<file path="src/rtl/seq_shifter.sv">
// -----------------------------------------------------------------------------
// seq_shifter
//
// Multi-cycle shift unit for the RV32I shift instructions (SLL/SRL/SRA and the
// immediate forms). Each cycle in SHIFT moves the operand one bit position, so
// latency is shamt+1 cycles in exchange for a much smaller datapath than a
// barrel shifter.
//
// Ports
//   clk     : rising-edge clock
//   rst     : asynchronous, active-high reset
//   start   : shift request, accepted only while busy is low and kill is low
//   kill    : pipeline flush, aborts any in-flight shift (wins over start)
//   op_a    : operand to shift (rs1)
//   shamt   : shift amount (imm[4:0] or rs2[4:0]), taken modulo WIDTH
//   funct3  : 3'b001 left shift, 3'b101 right shift, anything else pass-through
//   arith   : for right shifts, 1 = arithmetic (SRA), 0 = logical (SRL)
//   busy    : high exactly during SHIFT cycles
//   done    : one-cycle pulse in the cycle the result is valid
//   result  : shifted value, stable from done until the next accepted start
//
// Parameters
//   WIDTH   : operand/result width
//   SHAMT_W : shift-amount width, expected to be log2(WIDTH)
// -----------------------------------------------------------------------------
module seq_shifter #(
    parameter int WIDTH   = 32,
    parameter int SHAMT_W = 5
) (
    input  logic               clk,
    input  logic               rst,
    input  logic               start,
    input  logic               kill,
    input  logic [WIDTH-1:0]   op_a,
    input  logic [SHAMT_W-1:0] shamt,
    input  logic [2:0]         funct3,
    input  logic               arith,
    output logic               busy,
    output logic               done,
    output logic [WIDTH-1:0]   result
);

    typedef enum logic [1:0] {
        ST_IDLE  = 2'd0,
        ST_SHIFT = 2'd1,
        ST_DONE  = 2'd2
    } state_t;

    typedef enum logic [1:0] {
        MODE_PASS = 2'd0,
        MODE_SLL  = 2'd1,
        MODE_SRL  = 2'd2,
        MODE_SRA  = 2'd3
    } mode_t;

    state_t             state_q, state_d;
    mode_t              mode_q, mode_d;
    logic [SHAMT_W-1:0] cnt_q, cnt_d;
    logic [WIDTH-1:0]   result_q, result_d;
    logic               busy_q, busy_d;
    logic               done_q, done_d;

    mode_t              start_mode;
    logic [SHAMT_W-1:0] start_cnt;
    logic               accept;

    // One bit position per call. SRA re-injects the current MSB, which is the
    // original sign bit because the MSB never changes during an SRA sequence.
    function automatic logic [WIDTH-1:0] shift_step(input logic [WIDTH-1:0] v,
                                                    input mode_t m);
        logic [WIDTH-1:0] r;
        case (m)
            MODE_SLL: r = {v[WIDTH-2:0], 1'b0};
            MODE_SRL: r = {1'b0, v[WIDTH-1:1]};
            MODE_SRA: r = {v[WIDTH-1], v[WIDTH-1:1]};
            default:  r = v;
        endcase
        return r;
    endfunction

    always_comb begin
        start_mode = MODE_PASS;
        if (funct3 == 3'b001) begin
            start_mode = MODE_SLL;
        end else if (funct3 == 3'b101) begin
            start_mode = arith ? MODE_SRA : MODE_SRL;
        end
        // Pass-through completes in one cycle regardless of shamt.
        start_cnt = (start_mode == MODE_PASS) ? '0 : shamt;
    end

    // busy_q is high only in SHIFT, so !busy_q covers both IDLE and DONE.
    assign accept = start & ~busy_q & ~kill;

    always_comb begin
        state_d  = state_q;
        mode_d   = mode_q;
        cnt_d    = cnt_q;
        result_d = result_q;
        busy_d   = 1'b0;
        done_d   = 1'b0;

        if (kill) begin
            // Flush: drop back to IDLE, keep whatever partial result exists.
            state_d = ST_IDLE;
        end else begin
            case (state_q)
                ST_SHIFT: begin
                    result_d = shift_step(result_q, mode_q);
                    cnt_d    = cnt_q - SHAMT_W'(1);
                    if (cnt_q == SHAMT_W'(1)) begin
                        state_d = ST_DONE;
                        done_d  = 1'b1;
                    end else begin
                        busy_d  = 1'b1;
                    end
                end
                default: begin
                    // IDLE and DONE both accept, giving back-to-back issue.
                    if (accept) begin
                        result_d = op_a;
                        mode_d   = start_mode;
                        cnt_d    = start_cnt;
                        if (start_cnt != '0) begin
                            state_d = ST_SHIFT;
                            busy_d  = 1'b1;
                        end else begin
                            state_d = ST_DONE;
                            done_d  = 1'b1;
                        end
                    end else begin
                        state_d = ST_IDLE;
                    end
                end
            endcase
        end
    end

    always_ff @(posedge clk or posedge rst) begin
        if (rst) begin
            state_q  <= ST_IDLE;
            mode_q   <= MODE_PASS;
            cnt_q    <= '0;
            result_q <= '0;
            busy_q   <= 1'b0;
            done_q   <= 1'b0;
        end else begin
            state_q  <= state_d;
            mode_q   <= mode_d;
            cnt_q    <= cnt_d;
            result_q <= result_d;
            busy_q   <= busy_d;
            done_q   <= done_d;
        end
    end

    assign busy   = busy_q;
    assign done   = done_q;
    assign result = result_q;

endmodule

</file>
<file path="config.mk">
export PLATFORM = sky130hd
export DESIGN_NAME = seq_shifter
export DESIGN_NICKNAME = d
export VERILOG_FILES = /design/src/rtl/seq_shifter.sv
export SDC_FILE = /design/constraint.sdc
export NUM_CORES = 1
export LEC_CHECK = 0
export BUFFER_PORTS_ARGS = -buffer_cell sky130_fd_sc_hd__buf_2
export CAP_MARGIN = 30
export CORE_ASPECT_RATIO = 0.5
export CORE_UTILIZATION = 46
export CTS_CLUSTER_SIZE = 28
export DETAILED_ROUTE_END_ITERATION = 8
export PLACE_DENSITY = 0.74
export SETUP_SLACK_MARGIN = 0.3
export SYNTH_ARGS = -nofsm -noshare
export SYNTH_HDL_FRONTEND = slang
export SYNTH_SLANG_ARGS = --single-unit
export TNS_END_PERCENT = 30
</file>
<file path="constraint.sdc">
create_clock -name clk -period 1.8 [get_ports clk]
set_input_delay 0.54 -clock clk [delete_from_list [all_inputs] [get_ports clk]]
set_output_delay 0.54 -clock clk [all_outputs]
set_load 0.01 [all_outputs]
</file>
==> flow_summary.yaml <==
worst_setup_path:
  worst_setup_path_start_kind: "flop"
  critical_path_class: "reg -> reg"
  arrival_ns: 1.71
  reg2reg_from: "state_q[1]$_DFFE_PP0P_"
  ff2ff_setup_slack_ns: 0.26
  r2r_end: "result[9]$_DFFE_PP0P_"
  required_ns: 1.97
  critPathCaptureType: "flop"
  r2r_cells: 4
  critPathMaxFanout: 31
clock_network:
  ctsHoldBuffers: 0
  clock_latency_ns: 0.29
  cts_setup_buffers: 0
  clk_path_buf_depth: 2
  numCtsBuffers: 5
  h-tree-depth: 2
  clock_tree.root_cell: "clkbuf_8"
  cts_tree: "built"
  clock-sinks: 43
  clk_pin_slew_ns: 0.08
die:
  die_h_um: 52.8
  rows: 18
  io_pins: 79
  design.die.area_mm2: 0.00548
  start_util_pct: 48.0
  coreArea_mm2: 0.00495
  die_w_um: 104
grt:
  overflow: 0
  track_usage_pct: 20.4
  grt_max_degree: 49
  grt_pass1_vias: 1950
  grt_pass1_wl_um: 8940
  antenna_found_initial: 0
drt:
  drc_errors: 0
  post_drt_wl_per_cell_um: 12.8
  first_pass_iters: 4
  drtIter0Drc: 73
  vias: 2218
  vias_per_cell: 5.26
  wl_um: 5400
  ant_nets: 0
sta:
  slew_viol_final: 0
  worst_slew_pin_slew_ns: 0.475
  final_hold_viol_count: 0
  finalSetupViolCount: 0
  rsz0062_at_grt: "true"
  fmax_mhz: 650
  fin_crit_ns: 1.54
  finClkSkew_ns: 0.00675
  finalCritPeriodShare_pct: 85.5
  hold_slack_ns: 0.266
  setup-tns-final_ns: 0
  slew_headroom_pct: 68.3
outcome:
  status: "complete, no violations"
logic_synthesis:
  netlist_area_mm2: 0.00238
  async_flop_share_pct: 100
  avgSynthCellArea_um2: 8.55
  synth-edff-count: 0
  synth_top_family_by_area: "compound AO/OA/AOI/OAI gates"
  synth-xor-area-share_pct: 0.368
  ys_warn_count: 0
  synth_ff_type: "dfrtp_1"
  synthSimpleGateAreaFrac_pct: 15.6
  ys_ff_latch: 43
  syn_inst: 278
  yosys.area_share.adder_pct: 1.05
  synth-seq-area-share_pct: 45.3
  synth.distinct_cells: 31
  synth_compound_area_share_pct: 20.2
  syn-num-nets: 325
  synthMuxAreaShare_pct: 12.6
cells_and_area:
  antenna_cells: 0
  final_common_cell: "buf_2"
  fin_nets: 398
  drive_gt1_share_pct: 27.8
  syn_to_final_growth_pct: 25.5
  final_cell_mix: "buf_2 (78), dfrtp_1 (42), a21oi_1 (39)"
  design_area_mm2: 0.00298
placed_design:
  post_dp_cell_area_mm2: 0.00286
  gp_routability_congestion: 0.865
  hpwl_um: 3720
  portBuffers: 78
min_path:
  hp-class: "in -> async"
job:
  maxCapViolations: 0
pwr:
  power_density_mw_per_mm2: 915
  p_leak_nw: 1.39
  peakVddDrop_mv: 0.487
[cell usage after synthesis (3+ instances only)]
cell type	number	area share [%]
a21oi_1	39	8.2
buf_2	4	0.84
buf_4	4	1.3
clkbuf_1	9	1.4
dfrtp_1	43	45
inv_1	6	0.95
mux2i_1	30	13
nand2_1	35	5.5
nand3_1	3	0.63
nor2_1	37	5.8
nor2b_1	3	0.79
nor3_1	3	0.63
o21ai_0	36	7.6
o21ai_1	3	0.63
[repair_timing]
item / in CTS / in global routing
gates cloned: 1 / 0
resized for setup: 2 / 2
setup endpoints to repair: 36 / 39
pin swaps: 0 / 0
[kinds of logic (layout without fill, tap and decap cells)]
kind of cell | Yosys count | after routing
buffers and inverters | 25 | 99
adders and majority gates | 2 | 2
and+or+nand+nor | 88 | 88
AOI/OAI and AO/OA | 89 | 89
muxes | 30 | 30
xor gates and xnor gates | 1 | 1
DFF | 43 | 43
[flip-flops by register name, indices dropped and copies added (netlist names)]
name     flops
result      32
busy         1
done         1
cnt_q        5
mode_q       2
state_q      2
[how the worst max path moves through the flow]
stage               slack [ns]                      to                   start  depth (start not counted)
finish                    0.26   result[9]$_DFFE_PP0P_  state_q[1]$_DFFE_PP0P_                          4
global route              0.17  result[22]$_DFFE_PP0P_  state_q[1]$_DFFE_PP0P_                          5
CTS                       0.24  result[26]$_DFFE_PP0P_  state_q[1]$_DFFE_PP0P_                          5
detailed placement        0.11  state_q[0]$_DFFE_PP0P_                   start                          5
global placement          0.15  state_q[0]$_DFFE_PP0P_                shamt[1]                          5
floorplan                 0.28  result[12]$_DFFE_PP0P_   mode_q[1]$_DFFE_PP0P_                          5
[critical path, stage by stage, from the launching register on]
cell and delay, ns:
dfrtp_1 0.40, or4b_4 0.55, o211ai_4 0.14, buf_12 0.21
o21ai_0 0.11
[layout make-up]
type	instances	area [µm²]
clock buffer	7	76.3
clock inverter	1	5.00
fill	456	1970
inverter	6	26.3
multi-input combinational	210	1210
sequential	43	1080
tap	70	87.6
timing repair buffer	85	504
[stage by stage]
| stage | cells | util (%) | total power, mW | setup slack (ns) |
|---|---|---|---|---|
| after floorplan | 278 | - | 1.84 | 0.278 |
| after global placement | 413 | 57.8 | 2.12 | 0.147 |
| after detailed placement | 413 | 57.8 | 2.16 | 0.115 |
| after CTS | 422 | 60.1 | 2.76 | 0.242 |
| after global routing | 422 | 60.2 | 2.92 | 0.170 |
| final | 422 | 60.2 | 2.73 | 0.262 |
[layer usage]
| metal | track usage (%) | up-vias | routed length [µm] | part of all wire (%) |
|---|---|---|---|---|
| li1 | - | 1108 | - | - |
| met1 | 26.1 | 1049 | 2500 | 46 |
| met2 | 36.5 | 59 | 2610 | 48 |
| met3 | 4.72 | 2 | 275 | 5.1 |
| met4 | 3.81 | 0 | 20 | 0.37 |
| met5 | 0 | - | 0 | 0 |
[where the power goes]
part           leakage [nW]  internal [mW]  switching, mW
clock network        0.0422          0.272          0.304
logic                 0.814          0.379          0.443
registers             0.539           1.15          0.186
(Power assumes the default switching activity.)
